`config.mk`:
```
export PLATFORM = sky130hd
export DESIGN_NAME = md_sequencer
export DESIGN_NICKNAME = d
export VERILOG_FILES = /design/src/rtl/md_sequencer.sv
export SDC_FILE = /design/constraint.sdc
export NUM_CORES = 1
export LEC_CHECK = 0
export ABC_AREA = 1
export BUFFER_PORTS_ARGS = -buffer_cell sky130_fd_sc_hd__buf_4
export CORE_MARGIN = 2
export CORE_UTILIZATION = 50
export DETAILED_ROUTE_END_ITERATION = 8
export PLACE_DENSITY = 0.77
export SLEW_MARGIN = 20
export SYNTH_ARGS = -nofsm -noshare
export SYNTH_HDL_FRONTEND = slang
export SYNTH_SLANG_ARGS = --single-unit
```
`constraint.sdc`:
```
create_clock -name clk -period 2.2 [get_ports clk]
set_clock_uncertainty 0.15 [all_clocks]
set_input_delay 0.44 -clock clk [delete_from_list [all_inputs] [get_ports clk]]
set_output_delay 0.44 -clock clk [all_outputs]
set_load 0.03 [all_outputs]
```
`src/rtl/md_sequencer.sv`:
```
// Multi-cycle unsigned multiply/divide sequencer for the EX stage.
// Borrows the shared ALU one bit per cycle and writes HI/LO on completion.
module md_sequencer #(
    parameter int WIDTH = 32,
    parameter int CNT_W = $clog2(WIDTH)
) (
    input  logic             clk,
    input  logic             rst,
    input  logic             start,
    input  logic             op_div,
    input  logic [WIDTH-1:0] rs_val,
    input  logic [WIDTH-1:0] rt_val,
    input  logic             abort,
    output logic [WIDTH-1:0] alu_a,
    output logic [WIDTH-1:0] alu_b,
    output logic [2:0]       alu_ctrl,
    input  logic [WIDTH-1:0] alu_result,
    output logic             busy,
    output logic             done,
    output logic             div_by_zero,
    output logic [WIDTH-1:0] hi,
    output logic [WIDTH-1:0] lo
);

    typedef enum logic [1:0] {
        IDLE = 2'd0,
        RUN  = 2'd1,
        DONE = 2'd2
    } state_t;

    state_t           state;
    logic [CNT_W-1:0] count;
    logic [WIDTH-1:0] w_hi;
    logic [WIDTH-1:0] w_lo;
    logic [WIDTH-1:0] m;
    logic             is_div;

    logic [WIDTH-1:0] sh;
    logic [WIDTH-1:0] sum;
    logic             carry;
    logic             take;
    logic [WIDTH-1:0] nxt_hi;
    logic [WIDTH-1:0] nxt_lo;
    logic             last;

    assign sh   = {w_hi[WIDTH-2:0], w_lo[WIDTH-1]};
    assign busy = (state != IDLE);
    assign last = (count == CNT_W'(WIDTH - 1));

    // ALU operands: only driven while iterating, parked at zero otherwise
    always_comb begin
        alu_a    = '0;
        alu_b    = '0;
        alu_ctrl = 3'b000;
        if (state == RUN) begin
            alu_b = m;
            if (is_div) begin
                alu_a    = sh;
                alu_ctrl = 3'b001;
            end else begin
                alu_a = w_hi;
            end
        end
    end

    // One shift-add or restoring-subtract step from the current ALU result
    always_comb begin
        carry  = 1'b0;
        take   = 1'b0;
        sum    = w_hi;
        nxt_hi = w_hi;
        nxt_lo = w_lo;
        if (is_div) begin
            take   = w_hi[WIDTH-1] | (sh >= m);
            nxt_hi = take ? alu_result : sh;
            nxt_lo = {w_lo[WIDTH-2:0], take};
        end else begin
            if (w_lo[0]) begin
                carry = (alu_result < w_hi);
                sum   = alu_result;
            end
            nxt_hi = {carry, sum[WIDTH-1:1]};
            nxt_lo = {sum[0], w_lo[WIDTH-1:1]};
        end
    end

    // Sequencer FSM; HI/LO and done are registered on the final iteration
    always_ff @(posedge clk or negedge rst) begin
        if (!rst) begin
            state       <= IDLE;
            count       <= '0;
            w_hi        <= '0;
            w_lo        <= '0;
            m           <= '0;
            is_div      <= 1'b0;
            hi          <= '0;
            lo          <= '0;
            done        <= 1'b0;
            div_by_zero <= 1'b0;
        end else begin
            done <= 1'b0;
            if (abort) begin
                state <= IDLE;
                count <= '0;
            end else begin
                unique case (state)
                    IDLE: begin
                        if (start) begin
                            w_hi        <= '0;
                            w_lo        <= op_div ? rs_val : rt_val;
                            m           <= op_div ? rt_val : rs_val;
                            is_div      <= op_div;
                            count       <= '0;
                            div_by_zero <= 1'b0;
                            state       <= RUN;
                        end
                    end
                    RUN: begin
                        w_hi  <= nxt_hi;
                        w_lo  <= nxt_lo;
                        count <= count + CNT_W'(1);
                        if (last) begin
                            hi          <= nxt_hi;
                            lo          <= nxt_lo;
                            done        <= 1'b1;
                            div_by_zero <= is_div && (m == '0);
                            state       <= DONE;
                        end
                    end
                    DONE: begin
                        state <= IDLE;
                    end
                    default: begin
                        state <= IDLE;
                    end
                endcase
            end
        end
    end

endmodule

```
# == After elaboration in Yosys (flattened, before gate mapping) ==
# Index checks and enable logic that the tools add are counted.
# classes
add_sub_neg,1
n_lt_le_gt_ge,2
eq_ne,6
muxes,29
bitwise_logic,2
n_reduce_logical,12
# ops
cell,n
2-to-1 mux 32 bit,11
case mux 32 bit (2 select lines),2
greater-or-equal comparator 32 bit,1
zero test 32 bit,1
< comparator 32 bit,1
2-to-1 mux 5 bit,2
case mux 5 bit (2 select lines),1
AND reduction 3 bit,3
2-to-1 mux 1 bit,8
2-to-1 mux 2 bit,3
inequality test 3 bit (second input constant),2
adder 5 x 1 -> 5 bit (second input constant),1
equality test 5 bit (second input constant),1
inequality test 2 bit (second input constant),2
case mux 2 bit (2 select lines),1
AND reduction 2 bit,2
AND reduction 4 bit,1
nonzero test 2 bit,2
nonzero test 3 bit,1
equality test 2 x 1 -> 1 bit (second input constant),1
zero test 2 bit,1
case mux 1 bit (2 select lines),1
logical AND 1 bit,1
NOT 1 bit,1
bitwise OR 1 bit,1
# totals
reg_bits,170
input_bits,101
out_inout_bits,134
elab_cells,62

# == Logic depth before layout (Yosys ltp) ==
# logic_depth
depth_word,5
mapped_depth,19

# == Least setup slack after synthesis ==
# OpenSTA, ideal clock, no wires.
# synth_path
path_kind,reg-to-output
start,register state[0]
end,output alu_a[10]
arrival_time_ps,1653
slack_ps,-43
stages_incl_launch_ff,8
path_buffers,3
cell_sequence,dfrtp_1 > inv_2 > nor2_4 > inv_2 > buf_2 > buf_2 > buf_1 > nor2_1
# synth_between
elab_chain_len,2
# synth_rtl
element,line_no,source
from (decl),31,state_t state;
from (signal assigned),90,state <= IDLE;
from (signal assigned),103,state <= IDLE;
from (signal assigned),115,state <= RUN;
equality test 2 x 1 -> 1 bit,55,if (state == RUN) begin
2-to-1 mux 32 bit,55,
to (decl),14,"output logic [WIDTH-1:0] alu_a,"
# Every way passes these cells.

# == Worst setup path in the final report ==
# layout_path
start,register w_hi[4]
end,register w_hi[5]
# layout_between
elab_chain_len,5
# layout_rtl
element,line_no,source
from (decl),33,logic [WIDTH-1:0] w_hi;
from (signal assigned),119,w_hi <= nxt_hi;
greater-or-equal comparator 32 bit,74,take = w_hi[WIDTH-1] | (sh >= m);
bitwise OR 1 bit,74,
2-to-1 mux 32 bit *,75,nxt_hi = take ? alu_result : sh;
2-to-1 mux 32 bit *,73,if (is_div) begin
case mux 32 bit (2 select lines) *,106,unique case (state)
# Every way passes the cells marked *; elsewhere a longest branch is shown, timed or not.
# A chain may end at the register's enable or synchronous reset.

==> run summary <==
Die ar.: 0.02424 mm²
internal power: 9.045 mW
Die Height: 155.7 µm
Hold Vio Cnt, Final: 0
Syn Inst Count: 1,558
total power: 16.04 mW
commonest non-fill, non-tap cell in the layout: nand2_1
Max Cap Viol: 0
Cells on Worst Hold Path: 2
min cycle time layout: 2.549 ns
total negative setup slack: -20.63 ns
most frequent cells in the layout: 437 x nand2_1, 299 x buf_4, 168 x dfrtp_1
worst hold path type: primary input to flip-flop
worst vdd ir: 0.0006117 V
Cell Rows: 55
Synth-to-Final Area Change: 48.23%
Seq pwr share: 24.8%
number of antenna violations at the first check in global routing: 0
fin nets: 2,057
routed length per placed instance: 20.50 µm
Residual DRC: 0
worst setup path category: flip-flop to flip-flop
Post-Syn Area: 0.01151 mm²
fin. max-slew vios: 0
GRT overflow: 0
Clk pwr share: 20.5%
Placer Congestion: 0.9046
Synth Warn #: 0
HPWL Detailed: 26,920 µm
Mapped Avg Cell Area: 7.385 µm²
Antenna diodes: 0
largest net degree at the start of global routing: 73
Ports: 235
Vias: 13,020
Initial Utilization: 50.82%
PwrDens: 940.5 mW/mm²
vias in the first global route: 11,760
r2r worst-path depth: 16
worst-case clock buffer depth: 2
sw power: 6.995 mW
CTS buffer count: 17
layout cells sized above 1: 38.31%
ANT nets after route: 0
sequential area share after synthesis: 36.97%
DRT Wirelength: 44,860 µm
Buffers on Ports: 232
first-pass GRT wire length: 60,630 µm
predominant post-synthesis flop cell: dfrtp_1
Max Clock Freq: 392.3 MHz
Starting DRT DRC Count: 1,450
Crit. End Element: flip-flop
1st-pass router iterations: 6
failing checks: setup timing
CTS H-Tree Depth: 4
Combinational Power Share: 54.7%
Total Routing Usage GR: 31.62%
critical path data required time: 2.37 ns
status: complete, but fails checks
clk root buf: clkbuf_16
Setup WS post-layout: -0.3494 ns
sw frac: 43.61%
Tcrit/Tclk final: 115.9%
Critical Path AT: 2.72 ns
post-synthesis cell type count: 46
Via density: 5.950
Tightest Pin Transition: 0.6573 ns
clock-pin slew on the worst setup and hold paths: 0.07 ns
P_leak: 8.676 nW
ys async rst share: 100.0%
RSZ-0062 raised after global routing: true
Critical Path Source Type: flip-flop
critical path fanouts, max: 6
FF+latch count, synth: 170
die width: 155.7 µm
Fin Hold WS: 0.07594 ns
final setup vio count: 122
TritonCTS clock tree: built
Post-synth EDFFs: 0
clock sinks: 170
core area: 0.02264 mm²
Clk Latency, worst-skew pair: 0.44 ns
Slew headroom: 56.18%
-- what timing repair did --
item                                   4_1_cts  5_1_grt
pin swaps                                   28       57
resized for setup                          116      247
cloned                                       6       17
endpoints found under the hold margin       48        0
setup endpoints to repair                  131      131
setup buffers                               17       28
hold buffers                                 1        0
-- layout make-up --
type                    count  area, µm²
multi-input cells        1127       7159
fillers                  1511       5585
flip-flops and latches    170       4259
repair buffers            406       3984
inverters                 167      639.4
clock buffers              18      439.2
well taps                 285      356.6
clock inverters            13      181.4
repair inverters            2      36.28
-- path summary, 6_finish.rpt --
path,start,to,slack [ns]
hold / removal,abort,state[0],0.08
hold reg to reg,lo[26],lo[26],0.32
max in group asynchronous,rst,w_hi[10],0.71
setup reg to reg,w_hi[4],w_hi[5],-0.35
min in group asynchronous,rst,hi[27],0.39
setup / recovery,w_hi[4],w_hi[5],-0.35
-- cells in the mapped netlist (2+ instances only) --
library cell	number	area, µm²
nand2_1	463	1738
dfrtp_1	170	4254
inv_1	156	585.6
nor2_1	130	488.0
o21ai_0	114	570.6
a21oi_1	67	335.3
ha_1	65	813.3
o211ai_1	62	465.5
clkbuf_1	54	202.7
nand4_1	40	250.2
nand2_2	32	200.2
o22ai_1	32	200.2
nand2_4	30	337.8
nand3_2	29	290.3
buf_2	15	75.07
a31oi_1	14	87.58
buf_4	13	97.59
nand3_1	12	60.06
inv_2	9	33.78
nor4_1	7	43.79
o21ai_1	7	35.03
buf_1	4	15.01
buf_12	3	60.06
nor2_2	3	18.77
a22o_1	2	17.52
buf_6	2	22.52
clkinv_1	2	7.510
nor2_4	2	22.52
nor3_1	2	10.01
-- registers in the layout, summed over array words and instances (netlist names) --
register     flops
count            5
div_by_zero      1
done             1
hi              32
is_div           1
lo              32
m               32
state            2
w_hi            32
w_lo            32
-- power by group through the flow --
stage	registers, mW	logic, mW	clock network, mW
final	3.98	8.78	3.28
after global routing	4.00	9.33	3.40
after CTS	3.92	7.10	3.27
after detailed placement	3.97	6.32	0
after global placement	3.96	6.19	0
after floorplan	3.91	4.18	0
-- kinds of logic (layout without fill, tap and decap cells) --
kind of cell / count (synthesis) / in the layout / synth area share, %
adders and majority gates: 65 / 65 / 7.068
DFF: 170 / 170 / 36.97
xor gates and xnor gates: 1 / 1 / 0.07613
and+or+nand+nor: 755 / 755 / 30.59
other: 1 / 2 / 0.03259
AOI/OAI and AO/OA: 304 / 304 / 15.35
buffers and inverters: 262 / 606 / 9.906
-- stage by stage --
| step | utilization [%] | setup slack (ns) | instances | instance area [µm²] |
|---|---|---|---|---|
| after floorplan | - | -0.04305 | 1559 | 11520 |
| after global placement | 62.77 | -0.1382 | 2094 | 14210 |
| after detailed placement | 62.77 | -0.2033 | 2094 | 14210 |
| after CTS | 68.58 | -0.1287 | 2146 | 15530 |
| after global routing | 75.33 | -0.3814 | 2188 | 17060 |
| final | 75.33 | -0.3494 | 2188 | 17060 |
-- layer usage --
metal,up-vias,track usage (%),share of wire [%]
met5,-,0,0
met4,0,14.37,6.2
met3,251,4.556,9.9
met2,937,49.77,46
met1,6058,43.40,38
li1,5772,-,-
-- worst max-delay path: stages (launching register included) --
cell and delay, ns:
dfrtp_1 0.44, ha_4 0.31, nand2_1 0.09, nor2_2 0.17, nand4_1 0.15, nand3_2 0.13, nand2_2 0.06, nand2_2 0.08
nand2_4 0.07, nand3_4 0.10, buf_12 0.14, buf_12 0.14, nand2_4 0.05, nand3_2 0.07, nand2_2 0.09, nand2_1 0.10
nand2_1 0.07
No activity file was read; power rests on OpenSTA's default activity.
